<file path="src/rtl/enc_b2oh_pkg.sv">
`default_nettype none
// ============================================================================
// Module   : enc_b2oh_pkg
// Purpose  : Shared constants and types for the binary-to-one-hot stream
//            encoder: width and saturation limit of the error counter.
// Revision : 1.0 - initial release
// ============================================================================
package enc_b2oh_pkg;

    localparam int ERR_CNT_W = 8;

    typedef logic [ERR_CNT_W-1:0] err_cnt_t;

    // The counter stops here instead of wrapping to zero.
    localparam err_cnt_t ERR_CNT_MAX = {ERR_CNT_W{1'b1}};

endpackage : enc_b2oh_pkg
`default_nettype wire

</file>
<file path="src/rtl/enc_b2oh_skid.sv">
`default_nettype none
// ============================================================================
// Module   : enc_b2oh_skid
// Purpose  : Two-entry skid buffer: an output register plus one spare entry.
//            Upstream ready is a pure register output, which removes the
//            combinational path from downstream ready back to upstream ready.
// Ports    : clk      - clock, rising edge
//            rst      - asynchronous active-low reset
//            i_valid  - upstream beat valid
//            o_ready  - upstream may present a beat (spare entry empty)
//            i_data   - upstream payload
//            o_valid  - downstream beat valid
//            i_ready  - downstream accepts beat
//            o_data   - downstream payload
// Revision : 1.0 - initial release
// ============================================================================
module enc_b2oh_skid #(
    parameter int DATA_W = 17
) (
    input  logic              clk,
    input  logic              rst,
    input  logic              i_valid,
    output logic              o_ready,
    input  logic [DATA_W-1:0] i_data,
    output logic              o_valid,
    input  logic              i_ready,
    output logic [DATA_W-1:0] o_data
);

    logic              r_out_valid;
    logic [DATA_W-1:0] r_out_data;
    logic              r_skid_valid;
    logic [DATA_W-1:0] r_skid_data;

    logic              w_accept;
    logic              w_out_free;

    // The spare entry only fills while the output register is stalled, so
    // upstream ready falls only when both entries hold a beat.
    assign o_ready    = ~r_skid_valid;
    assign w_accept   = i_valid & ~r_skid_valid;
    assign w_out_free = ~r_out_valid | i_ready;

    always_ff @(posedge clk or negedge rst) begin
        if (!rst) begin
            r_out_valid  <= 1'b0;
            r_out_data   <= '0;
            r_skid_valid <= 1'b0;
            r_skid_data  <= '0;
        end else if (w_out_free) begin
            if (r_skid_valid) begin
                // Older beat in the spare entry moves forward first; upstream
                // is held off this cycle, so nothing new arrives.
                r_out_valid  <= 1'b1;
                r_out_data   <= r_skid_data;
                r_skid_valid <= 1'b0;
            end else begin
                r_out_valid <= w_accept;
                if (w_accept) begin
                    r_out_data <= i_data;
                end
            end
        end else if (w_accept) begin
            r_skid_valid <= 1'b1;
            r_skid_data  <= i_data;
        end
    end

    assign o_valid = r_out_valid;
    assign o_data  = r_out_data;

endmodule : enc_b2oh_skid
`default_nettype wire

</file>
<file path="src/rtl/enc_bin2onehot_stream.sv">
`default_nettype none
// ============================================================================
// Module   : enc_bin2onehot_stream
// Purpose  : Valid/ready streaming binary-to-one-hot decoder with registered
//            output (latency 1, one beat per cycle). Codes at or above OUT_W
//            yield an all-zero word with out_err set and are counted in a
//            saturating error counter at acceptance.
// Ports    : clk        - clock, rising edge
//            rst        - asynchronous active-low reset
//            in_valid   - upstream beat valid
//            in_ready   - block can accept a beat
//            in         - binary code, IN_W bits
//            out_valid  - downstream beat valid
//            out_ready  - downstream accepts beat
//            out        - one-hot result, OUT_W bits
//            out_err    - current beat carried an out-of-range code
//            err_cnt    - saturating count of accepted out-of-range beats
// Config   : ENC_B2OH_SKID_EN - when defined, a two-entry skid buffer makes
//            in_ready a register output; otherwise a single output register
//            with in_ready = !out_valid | out_ready.
// Revision : 1.0 - initial release
// ============================================================================
module enc_bin2onehot_stream
    import enc_b2oh_pkg::*;
#(
    parameter int IN_W  = 4,
    parameter int OUT_W = 16
) (
    input  logic                 clk,
    input  logic                 rst,
    input  logic                 in_valid,
    output logic                 in_ready,
    input  logic [IN_W-1:0]      in,
    output logic                 out_valid,
    input  logic                 out_ready,
    output logic [OUT_W-1:0]     out,
    output logic                 out_err,
    output logic [ERR_CNT_W-1:0] err_cnt
);

    logic [31:0]      w_code;
    logic [OUT_W-1:0] w_dec;
    logic             w_range_err;
    logic             w_accept;
    err_cnt_t         r_err_cnt;

    assign w_code      = 32'(in);
    assign w_range_err = (w_code >= 32'(OUT_W));

    // Out-of-range codes match no bit position and decode to all zeros.
    always_comb begin
        w_dec = '0;
        for (int k = 0; k < OUT_W; k++) begin
            if (w_code == 32'(k)) begin
                w_dec[k] = 1'b1;
            end
        end
    end

    assign w_accept = in_valid & in_ready;

    always_ff @(posedge clk or negedge rst) begin
        if (!rst) begin
            r_err_cnt <= '0;
        end else if (w_accept && w_range_err && (r_err_cnt != ERR_CNT_MAX)) begin
            r_err_cnt <= r_err_cnt + ERR_CNT_W'(1);
        end
    end

    assign err_cnt = r_err_cnt;

`ifdef ENC_B2OH_SKID_EN

    // Payload carries the error flag in the top bit alongside the one-hot word.
    logic [OUT_W:0] w_in_payload;
    logic [OUT_W:0] w_out_payload;

    assign w_in_payload = {w_range_err, w_dec};

    enc_b2oh_skid #(
        .DATA_W (OUT_W + 1)
    ) u_skid (
        .clk     (clk),
        .rst     (rst),
        .i_valid (in_valid),
        .o_ready (in_ready),
        .i_data  (w_in_payload),
        .o_valid (out_valid),
        .i_ready (out_ready),
        .o_data  (w_out_payload)
    );

    assign out     = w_out_payload[OUT_W-1:0];
    assign out_err = w_out_payload[OUT_W];

`else

    logic             r_out_valid;
    logic [OUT_W-1:0] r_out;
    logic             r_out_err;

    // A beat may enter whenever the held beat leaves this cycle, which gives
    // full throughput at the cost of a combinational out_ready->in_ready path.
    assign in_ready = ~r_out_valid | out_ready;

    always_ff @(posedge clk or negedge rst) begin
        if (!rst) begin
            r_out_valid <= 1'b0;
            r_out       <= '0;
            r_out_err   <= 1'b0;
        end else if (w_accept) begin
            r_out_valid <= 1'b1;
            r_out       <= w_dec;
            r_out_err   <= w_range_err;
        end else if (out_ready) begin
            r_out_valid <= 1'b0;
        end
    end

    assign out_valid = r_out_valid;
    assign out       = r_out;
    assign out_err   = r_out_err;

`endif

endmodule : enc_bin2onehot_stream
`default_nettype wire

</file>
<file path="config.mk">
export PLATFORM = sky130hd
export DESIGN_NAME = enc_bin2onehot_stream
export DESIGN_NICKNAME = d
export VERILOG_FILES = /design/src/rtl/enc_b2oh_pkg.sv /design/src/rtl/enc_b2oh_skid.sv /design/src/rtl/enc_bin2onehot_stream.sv
export SDC_FILE = /design/constraint.sdc
export NUM_CORES = 1
export LEC_CHECK = 0
export ABC_CLOCK_PERIOD_IN_PS = 2700
export CAP_MARGIN = 5
export CORE_ASPECT_RATIO = 1.4
export CORE_MARGIN = 4
export CORE_UTILIZATION = 40
export DETAILED_ROUTE_END_ITERATION = 8
export PLACE_DENSITY = 0.82
export SYNTH_ARGS = -nofsm -noshare
export SYNTH_HDL_FRONTEND = slang
export SYNTH_HIERARCHICAL = 1
export SYNTH_SLANG_ARGS = --single-unit
</file>
<file path="constraint.sdc">
create_clock -name clk -period 2.7 [get_ports clk]
set_input_delay 0.405 -clock clk [delete_from_list [all_inputs] [get_ports clk]]
set_output_delay 0.405 -clock clk [all_outputs]
set_load 0.1 [all_outputs]
</file>
== Word-level counts from Yosys, hierarchy flattened ==
Index checks and enable logic that the tools add are counted.
Cells by class
  add/sub/neg operators: 1
  bitwise logic cells: 3
  reductions and logical operators: 4
  order comparisons: 1
  equality and inequality tests: 16
  multiplexer cells: 18
Operator list (number)
  4-bit == test (second input constant): 8
  32-bit zero test: 1
  1-bit two-way mux: 18
  4-bit by 3-bit == test with 1-bit output (second input constant): 4
  8-bit by 1-bit adder with 8-bit output (second input constant): 1
  4-bit by 2-bit == test with 1-bit output (second input constant): 2
  8-bit inequality test (second input constant): 1
  4-bit by 5-bit >= comparator with 1-bit output (second input constant): 1
  4-bit by 1-bit == test with 1-bit output (second input constant): 1
  1-bit logical AND: 2
  2-bit nonzero test: 1
  1-bit AND: 1
  1-bit NOT: 1
  1-bit OR: 1
Storage, ports and cells
  register bits after elaboration: 26
  output and inout bits: 27
  input bits: 8
  logic and storage cells: 47

== Longest topological paths before layout ==
Gate-level depths: netlist (run 1).
  depth after elaboration: 5
  mapped depth: 4
  mapped depth without buffers: 3

== Worst setup path before layout (run 1) ==
OpenSTA, ideal clock, no wires.
  path type: reg-to-reg
  from: reg r_out_valid (netlist: out_valid)
  to: reg r_out[12] (netlist: out[12])
  period minus slack after synthesis: 2.120 ns
  stages on the path, launching flop included: 5
  required time: 2.575 ns
  path slack: 0.580 ns
  setup time: 0.125 ns
  arrival time: 1.994 ns
  cell sequence: dfrtp_1 nand2b_4 nand2_4 buf_12 mux2_4
On the way
  longest elaborated chain between the ends: 3
Ends and longest elaborated chain
  start, declared: RTL line enc_bin2onehot_stream.sv:98  | logic r_out_valid;
  start signal, assigned: RTL line enc_bin2onehot_stream.sv:108  | r_out_valid <= 1'b0;
  start signal, assigned: RTL line enc_bin2onehot_stream.sv:112  | r_out_valid <= 1'b1;
  start signal, assigned: RTL line enc_bin2onehot_stream.sv:116  | r_out_valid <= 1'b0;
  1-bit NOT: RTL line enc_bin2onehot_stream.sv:104  | assign in_ready = ~r_out_valid | out_ready;
  1-bit OR: RTL line enc_bin2onehot_stream.sv:104
  net in_ready: RTL line enc_bin2onehot_stream.sv:32  | output logic in_ready,
  1-bit AND: RTL line enc_bin2onehot_stream.sv:60  | assign w_accept = in_valid & in_ready;
  end signal, assigned: RTL line enc_bin2onehot_stream.sv:113  | r_out <= w_dec;
  end, declared: RTL line enc_bin2onehot_stream.sv:99  | logic [OUT_W-1:0] r_out;
The timed path passes the listed nets, and every way through them passes these cells.
A chain may end at the register's enable or synchronous reset.

== Final worst setup path (run 1) ==
  from: in out_ready
  to: out in_ready
On the way
  longest elaborated chain between the ends: 1
Ends and longest elaborated chain
  start, declared: RTL line enc_bin2onehot_stream.sv:35  | input logic out_ready,
  1-bit OR: RTL line enc_bin2onehot_stream.sv:104
  end, declared: RTL line enc_bin2onehot_stream.sv:32
Every way passes these cells.

==> results.md, run 1 <==
- # DRC: 0
- Crit Path Class: input pin to output port
- Layout cells sized above 1: about two fifths
- Largest family of logic cells by synthesized area: multiplexers
- Largest net degree at the start of global routing: 18
- Startpoint Class: input pin
- Synthesized area: 870 um2
- Tmin final: about 1700 ps
- P per Cell Area: 605 nW/um2
- CTS Buf Count: 3
- Clock Sinks: 17
- DP Cell Count: between 100 and 150
- Netlist cell types: 14
- Final cell count without fillers: about 120
- Drt first pass iters: 4
- IO Pins: 35
- Die width: between 40 and 50 um
- Post-synthesis mux area share: between 20% and 30%
- Total negative slack: 0 ps
- Hold-critical path depth: 1
- Initial DRC Count: 15
- First-pass GRT wire length: about 2.5 mm
- Routed length on met2: 814 um
- DR WL met3: roughly 160 um
- Final #Nets: approximately 110
- Worst vdd ir: around 0.24 mV
- Lkg Pwr: about 0.00057 uW
- Reg2reg end: out[9]$_DFFE_PN0P_
- Post-synth top area share: approximately half
- Commonest non-fill, non-tap cell in the layout: buf_4
- Final setup viols: 0
- Cells after synthesis: 69
- All-Layer GR Usage: a little under an eighth
- Rel. slew slack: between 50% and 60%
- Syn. warnings: 6
- Achievable Freq: a little under 600 MHz
- Clk Latency, worst-skew pair: ~290 ps
- Port bufs: 25
- Most frequent cells in the layout: 18 x buf_4, 17 x dfrtp_1, 10 x mux2_4
- Max-slew violations: 0
- Complex-gate fraction of the synthesized area: 0%
- Finished Cell Area: 1070 um2
- Root buf cell: clkbuf_4
- Worst slew pin tran: between 700 and 800 ps
- Post-CTS Hold Buffers: 0
- CP max stage delay: around 450 ps
- Worst EP required: around 2300 ps
- # resized after CTS: 0
- RSZ-0062 raised after global routing: false
- Hold endpoint: out[6]$_DFFE_PN0P_
- Most area-consuming cells after synthesis: dfrtp_1 49%, mux2_4 17%, buf_4 7.8%, mux2_2 7.8%, nor2_1 3.9%
- CP cell instances: clkdlybuf4s50_1 -> nand2b_4 -> buf_4
- Number of cell rows: 19
- Synth Area in Adders: 0%
- Die Ht: approximately 63 um
- Initial antenna violation count: 0
- Reg2reg start: out_valid$_DFFE_PN0P_
- #FFs+latches synth: 17
- Hpwl dp: between 1 and 1.5 mm
- Met1 Routed Length: between 600 and 700 um
- Global route overflow: 0
- Core Region: between 2000 and 2500 um2
- Final ANT Viol Nets: 0
- # diodes: 0
- Critical Path AT: roughly 1300 ps
- Register area share after synthesis: 48.9%
- R2R Setup Slk: roughly 1500 ps
- Worst min path class: flop to flop
- WHS: between 500 and 600 ps
- Gp weighted congestion: ~0.8
- CP Max Fanout: 3
- Area Growth Syn to Fin: 23.0%
- Synth area leader: dfrtp_1
- CTS tree: built
- Layout Skew: 2.66 ps
- Starting density of the core: 43.0%
- FF-to-FF path depth: 3
- Htree depth: 1
- Vias in the first global route: about 540
- Fillcell total: approximately 170
- WL/cell: between 10 and 15 um
- Max Cap Viol: 0
- Register area: 425 um2
- Synth Area in XOR/XNOR: 0%
- Post-DP Area: between 1000 and 1500 um2
- Longest Clk Path Bufs: 2
- Final WL: approximately 1.6 mm
- Top Metal Used: met4
- DR vias/cell: a little under 5
- Post-CTS Repair Setup Buffers: 0
- Status: finished clean
- Via count: approximately 570
- Final Cycle Share: 62.6%
- Min-delay src: out[6]$_DFFE_PN0P_
- Final Hold Fails: 0
- DIE AREA: ~3000 um2
- Clock-pin slew on the worst setup and hold paths: approximately 90 ps
- Multi-input gate area: 387 um2
- Slowest stage cell on the critical path: clkdlybuf4s50_1
- CP Capture Type: output port
- Mean area per synthesized cell: roughly 13 um2
- Simple-Gate Fraction of Synth Area: between 15 and 20%
## cells by family (layout without fill, tap and decap cells)
family | after synthesis | after routing
DFF | 17 | 17
buffers and inverters | 10 | 29
and+or+nand+nor | 25 | 25
other | 1 | 9
muxes | 16 | 16
## worst max path at each step
stage                                      from             endpoint  slack (ps)  depth (start not counted)
after floorplan           out_valid$_DFFE_PN0P_  out[12]$_DFFE_PN0P_         580                          4
after global placement                out_ready             in_ready        1020                          3
after detailed placement              out_ready             in_ready        1010                          3
after CTS                             out_ready             in_ready        1010                          3
after global routing                  out_ready             in_ready         990                          3
final                                 out_ready             in_ready        1010                          3
## power by group
group | switching (uW) | internal (uW)
Clock | 75.3 | 57.5
Sequential | 7.39 | 267
Combinational | 191 | 49.6
Total | 273 | 374
## registers in the layout, indices dropped and copies added (netlist names)
| register | flops |
|---|---|
| out_valid | 1 |
| out | 16 |
## synth_stat cells
master / count
nor2_1: 9
conb_1: 1
or2b_1: 1
nand2b_1: 4
dfrtp_1: 17
nand2b_4: 1
nor3_1: 6
nand2_4: 1
mux2_4: 10
buf_12: 1
buf_4: 9
nor4_1: 1
mux2_2: 6
nand2_1: 2
## stage by stage
stage | util, % | power [uW] | setup WS, ps
after global placement | 51.6 | 518 | 1020
final | 52.9 | 647 | 1010
after global routing | 52.9 | 670 | 989
after CTS | 52.9 | 654 | 1010
after floorplan | - | 485 | 580
after detailed placement | 51.6 | 520 | 1010
## layer usage
layer / global-route usage, % / vias to the layer above
met3: 1.99 / 4
met1: 13.4 / 272
met2: 18.0 / 26
met5: 0 / -
met4: 7.27 / 0
li1: - / 272
## final cells by class
class                   count  area share, %
clock buffers               4           2.46
repair buffers             25           19.2
multi-input cells          50           36.1
flip-flops and latches     17           39.8
well taps                  21           2.46
## worst max-delay path: cells and delay by family
family	cells	cell delay [ps]
buffers and inverters	2	740
AND/OR/NAND/NOR	1	140
Note: power is estimated with default switching activity, not from simulation.
==> run 2, diff against run 1 <==
--- a/config.mk
+++ b/config.mk
@@ -5,7 +5,7 @@
 export SDC_FILE = /design/constraint.sdc
 export NUM_CORES = 1
 export LEC_CHECK = 0
-export ABC_CLOCK_PERIOD_IN_PS = 2700
+export ABC_CLOCK_PERIOD_IN_PS = 1600
 export CAP_MARGIN = 5
 export CORE_ASPECT_RATIO = 1.4
 export CORE_MARGIN = 4
==> constraint.sdc (replaced) <==
create_clock -name clk -period 1.6 [get_ports clk]
set_input_delay 0.24 -clock clk [delete_from_list [all_inputs] [get_ports clk]]
set_output_delay 0.24 -clock clk [all_outputs]
set_load 0.1 [all_outputs]
==> results.md, run 2 (synthesis gave the netlist of run 1 again) <==
- # diodes: 0 (unchanged)
- Via count: 565 (-1.6%)
- CP max stage delay: 510 ps (+60 ps)
- CTS Buf Count: 3 (unchanged)
- Met3 Use GR: 2.28% (+0.28 points)
- Clock Sinks: 17 (unchanged)
- Core Region: 2020 um2 (unchanged)
- Post-CTS Hold Buffers: 0 (unchanged)
- WL/cell: 13.3 um (-4.3%)
- GRT busiest layer: met2
- Post-DP Area: 1280 um2 (+23%)
- Starting density of the core: 43.0% (unchanged)
- Drt first pass iters: 2 (-2)
- Longest Clk Path Bufs: 2 (unchanged)
- Final WL: 1.57 mm (-3.4%)
- Commonest non-fill, non-tap cell in the layout: buf_12
- Worst min path class: input pin to async pin
- R2R Setup Slk: 350 ps (-1160 ps)
- Global route overflow: 0 (unchanged)
- Worst EP required: 1360 ps (-940 ps)
- Buffers plus inverters on the worst setup path: 1 (-1)
- DIE AREA: 2990 um2 (unchanged)
- # resized after CTS: 0 (unchanged)
- DR vias/cell: 4.79 (-2.4%)
- Number of cell rows: 19 (unchanged)
- Max-slew violations: 0 (unchanged)
- Slowest stage cell on the critical path: dfrtp_4
- Critical Path AT: 1090 ps (-190 ps)
- Crit Path Class: flop to output port
- IO Pins: 35 (unchanged)
- Fillcell total: 141 (-17%)
- Most frequent cells in the layout: 18 x buf_12, 16 x dfrtp_1, 10 x mux2_4
- All-Layer GR Usage: 11.6% (+0.16 points)
- M2 GR Usage: 16.4% (-1.5 points)
- Reg2reg start: out_valid$_DFFE_PN0P_
- RSZ-0062 raised after global routing: false
- Achievable Freq: roughly 750 MHz
- Final setup viols: 0 (unchanged)
- Area Growth Syn to Fin: 50.2%
- Total negative slack: 0 ps (unchanged)
- P per Cell Area: 892 nW/um2 (+48%)
- Die Ht: 63.2 um (unchanged)
- # DRC: 0 (unchanged)
- Final Cycle Share: about 83%
- Clock-pin slew on the worst setup and hold paths: 90 ps (about the same)
- Layout Skew: 1.76 ps (-0.903 ps)
- Initial antenna violation count: 0 (unchanged)
- Lkg Pwr: 0.000628 uW (+11%)
- Status: finished clean
- CP Capture Type: output port
- Layout cells sized above 1: 42.3% (+1.6 points)
- Post-CTS Repair Setup Buffers: 0 (unchanged)
- Tmin final: about 1300 ps
- Final ANT Viol Nets: 0 (unchanged)
- Startpoint Class: flop
- Hpwl dp: 1.31 mm (+2.8%)
- Vias in the first global route: 563 (+3.7%)
- Port bufs: 25 (unchanged)
- CP Max Fanout: 3 (unchanged)
- Worst vdd ir: 0.426 mV (+77%)
- Final #Nets: 106 (+0.95%)
- Total power: 1170 uW (+80%)
- Finished Cell Area: 1310 um2 (+22%)
- Htree depth: 1 (unchanged)
- Met1 GRT Util: 15.1% (+1.6 points)
- Cell family with most CP delay: flip-flops
- Die width: 47.4 um (unchanged)
- CP cell instances: nand2b_4 -> buf_12
- Initial DRC Count: 3 (-12)
- Max reg flops: 16 (unchanged)
- Clk Latency, worst-skew pair: 290 ps (about the same)
- Root buf cell: clkbuf_4
- Max Cap Viol: 0 (unchanged)
- WHS: 220 ps (-298 ps)
- Final Hold Fails: 0 (unchanged)
- FF-to-FF path depth: 3 (unchanged)
- Gp weighted congestion: 0.710 (-12%)
- Reg2reg end: out[8]$_DFFE_PN0P_
- Largest net degree at the start of global routing: 17 (-1)
- First-pass GRT wire length: 2.54 mm (+3.4%)
- CTS tree: built
[run 2: worst max path at each step]
stage | slack (ps) | endpoint | cells past startpoint | start
2_1_floorplan | -50 | out[12]$_DFFE_PN0P_ | 4 | out_valid$_DFFE_PN0P_
3_3_place_gp | 90 | out[0]$_DFFE_PN0P_ | 4 | out_ready
3_5_place_dp | 50 | out[8]$_DFFE_PN0P_ | 4 | out_ready
4_1_cts | 250 | in_ready | 2 | out_valid$_DFFE_PN0P_
5_1_grt | 230 | in_ready | 2 | out_valid$_DFFE_PN0P_
6_report | 270 | in_ready | 2 | out_valid$_DFFE_PN0P_
[run 2: metrics by stage]
stage               std cells  utilization, %  worst slack [ps]
floorplan                  77               -             -45.1
CTS                       118            64.6               251
detailed placement        114            63.3              53.6
global route              118            64.6               232
finish                    118            64.6               266
global placement          114            63.3              88.7
[run 2: layer usage]
layer  part of all wire (%)  up-vias
li1                       -      269
met1                     39      265
met2                     48       26
met3                     10        5
met4                    2.6        0
met5                      0        -
[run 2: worst register-to-register path, stage by stage, from the launching register on]
cell and delay (ps):
dfrtp_4 450, nand2b_4 80, nand2_4 230, mux2_2 380
[run 2: power breakdown]
| part | switching (uW) | total [uW] | internal (uW) |
|---|---|---|---|
| Clock | 127 | 224 | 97.0 |
| Combinational | 321 | 465 | 143 |
| Sequential | 24.9 | 476 | 451 |
| Total | 474 | 1170 | 692 |
[run 2: cell type report]
class	count	area (um2)	area share [%]
clock buffers	4	26.3	2.01
multi-input cells	50	387	29.6
well taps	21	26.3	2.01
repair buffers	26	438	33.5
flip-flops and latches	17	429	32.9
==> run 3, diff against run 2 <==
--- a/config.mk
+++ b/config.mk
@@ -5,7 +5,7 @@
 export SDC_FILE = /design/constraint.sdc
 export NUM_CORES = 1
 export LEC_CHECK = 0
-export ABC_CLOCK_PERIOD_IN_PS = 1600
+export ABC_CLOCK_PERIOD_IN_PS = 1300
 export CAP_MARGIN = 5
 export CORE_ASPECT_RATIO = 1.4
 export CORE_MARGIN = 4
==> constraint.sdc (replaced) <==
create_clock -name clk -period 1.3 [get_ports clk]
set_input_delay 0.195 -clock clk [delete_from_list [all_inputs] [get_ports clk]]
set_output_delay 0.195 -clock clk [all_outputs]
set_load 0.1 [all_outputs]
==> results.md, run 3 (synthesis gave the netlist of run 1 again) <==
- # DRC: 0 (unchanged)
- Failing checks: negative setup slack
- Sequential share of power: 39.7% (-1.2 points)
- Clk pwr share: 19.1% (about the same)
- IO Pins: 35 (unchanged)
- Lkg Pwr: 0.000671 uW (+6.8%)
- Final Hold Fails: 0 (unchanged)
- Final ANT Viol Nets: 0 (unchanged)
- Gp weighted congestion: 0.787 (+11%)
- Total power: 1470 uW (+26%)
- Via count: 621 (+9.9%)
- Clock-pin slew on the worst setup and hold paths: 100 ps (about the same)
- Hpwl dp: 1.34 mm (+2.9%)
- WL/cell: 14.2 um (+6.9%)
- Worst vdd ir: 0.809 mV (+90%)
- Status: complete, but fails checks
- First-pass GRT wire length: 2.88 mm (+13%)
- # diodes: 0 (unchanged)
- Longest Clk Path Bufs: 2 (unchanged)
- Vias in the first global route: 638 (+13%)
- Most frequent cells in the layout: 18 x buf_12, 16 x dfrtp_1, 10 x mux2_4
- CTS Buf Count: 3 (unchanged)
- Initial antenna violation count: 0 (unchanged)
- R2R Setup Slk: 40 ps (-310 ps)
- Largest net degree at the start of global routing: 18 (+1)
- RSZ-0062 raised after global routing: true
- All-Layer GR Usage: 13.1% (+1.5 points)
- Sw Pwr: 608 uW (+28%)
- Die width: 47.4 um (unchanged)
- Final #Nets: 114 (+7.5%)
- CP Capture Type: output port
- Port bufs: 25 (unchanged)
- Tmin final: around 1300 ps
- Clk Latency, worst-skew pair: 290 ps (about the same)
- Clock Sinks: 17 (unchanged)
- Max Cap Viol: 0 (unchanged)
- DIE AREA: 2990 um2 (unchanged)
- Startpoint Class: flop
- Final WL: 1.79 mm (+14%)
- Final setup viols: 1 (+1)
- Sw frac: 41.2% (+0.59 points)
- Die Ht: 63.2 um (unchanged)
- Crit Path Class: flop to output port
- CTS tree: built
- Total negative slack: -22.3 ps (-22.3 ps)
- DP Cell Count: 119 (+4.4%)
- Final cell count without fillers: 126 (+6.8%)
- Worst EP required: 1110 ps (-250 ps)
- Max reg flops: 16 (unchanged)
- Fillcell total: 120 (-15%)
- Pre-CTS setup slack: -172 ps (-226 ps)
- Core Region: 2020 um2 (unchanged)
- Critical Path AT: 1130 ps (+40 ps)
- Starting density of the core: 43.0% (unchanged)
- P per Cell Area: 1060 nW/um2 (+19%)
- Drt first pass iters: 4 (+2)
- Worst min path class: input pin to async pin
- Final Cycle Share: 102%
- DR vias/cell: 4.93 (+2.9%)
- Achievable Freq: 756 MHz
- Fin worst setup slack: -22.3 ps (-288 ps)
- Max-slew violations: 0 (unchanged)
- Layout Skew: 7.99 ps (+6.23 ps)
- Commonest non-fill, non-tap cell in the layout: buf_12
- Part of the power in combinational logic: 41.2% (+1.3 points)
- Layout cells sized above 1: 47.6% (+5.4 points)
- Area Growth Syn to Fin: 59.1%
- Internal power: 866 uW (+25%)
- Global route overflow: 0 (unchanged)
- CP Max Fanout: 2 (-1)
- Initial DRC Count: 22 (+19)
- Htree depth: 1 (unchanged)
- Root buf cell: clkbuf_4
- Number of cell rows: 19 (unchanged)
run 3: cell count changes in the layout (fill, tap and decap cells not counted):
cell / change
buf_4: +6
clkbuf_1: -1
buf_6: +1
nand2_8: +1
clkinv_2: +1
run 3: final timing paths:
kind | startpoint | to | cells after the start
setup reg to reg | out_valid$_DFFE_PN0P_ | out[5]$_DFFE_PN0P_ | 4
max in group asynchronous | rst | out_valid$_DFFE_PN0P_ | 2
hold / removal | rst | out[4]$_DFFE_PN0P_ | 2
hold reg to reg | out[6]$_DFFE_PN0P_ | out[6]$_DFFE_PN0P_ | 1
min in group clk | out[6]$_DFFE_PN0P_ | out[6]$_DFFE_PN0P_ | 1
setup / recovery | out_valid$_DFFE_PN0P_ | in_ready | 3
run 3: per-layer routing:
layer  vias to the layer above  routed length (um)  global-route usage, %
met1                       302                 716                   16.4
met2                        30                 910                   21.1
met5                         -                   0                      0
met3                         2                 149                   2.28
met4                         0                  14                   5.19
li1                        287                   -                      -
run 3: critical path: stages, from the launching register on:
cell      delay (ps)
dfrtp_4          500
nand2b_4          80
buf_6            100
buf_12           160
run 3: per-stage QoR:
stage	cell area, um2	utilization [%]	hold slack, ps
floorplan	903	-	-101
global placement	1320	65.2	534
detailed placement	1320	65.2	553
CTS	1370	67.9	236
global route	1380	68.5	249
finish	1380	68.5	223
run 3: area by class of cell:
type	count	area, um2	area share [%]
Multi-Input combinational cell	51	407	29.4
Sequential cell	17	429	31.0
Clock buffer	3	22.5	1.63
Timing Repair Buffer	33	494	35.7
Clock inverter	1	5.00	0.362
Tap cell	21	26.3	1.90
run 3: repair_timing:
action	4_1_cts	5_1_grt
setup buffers	2	0
hold buffers	0	0
endpoints found under the setup margin	1	7
resized for setup	2	0
cloned	0	1
run 3: power groups by stage:
| stage | combinational, uW | sequential [uW] | clock (uW) |
|---|---|---|---|
| 3_3_place_gp | 583 | 596 | 0 |
| 3_5_place_dp | 588 | 597 | 0 |
| 4_1_cts | 602 | 585 | 287 |
| 2_1_floorplan | 237 | 771 | 0 |
| 6_report | 607 | 585 | 282 |
| 5_1_grt | 626 | 589 | 307 |
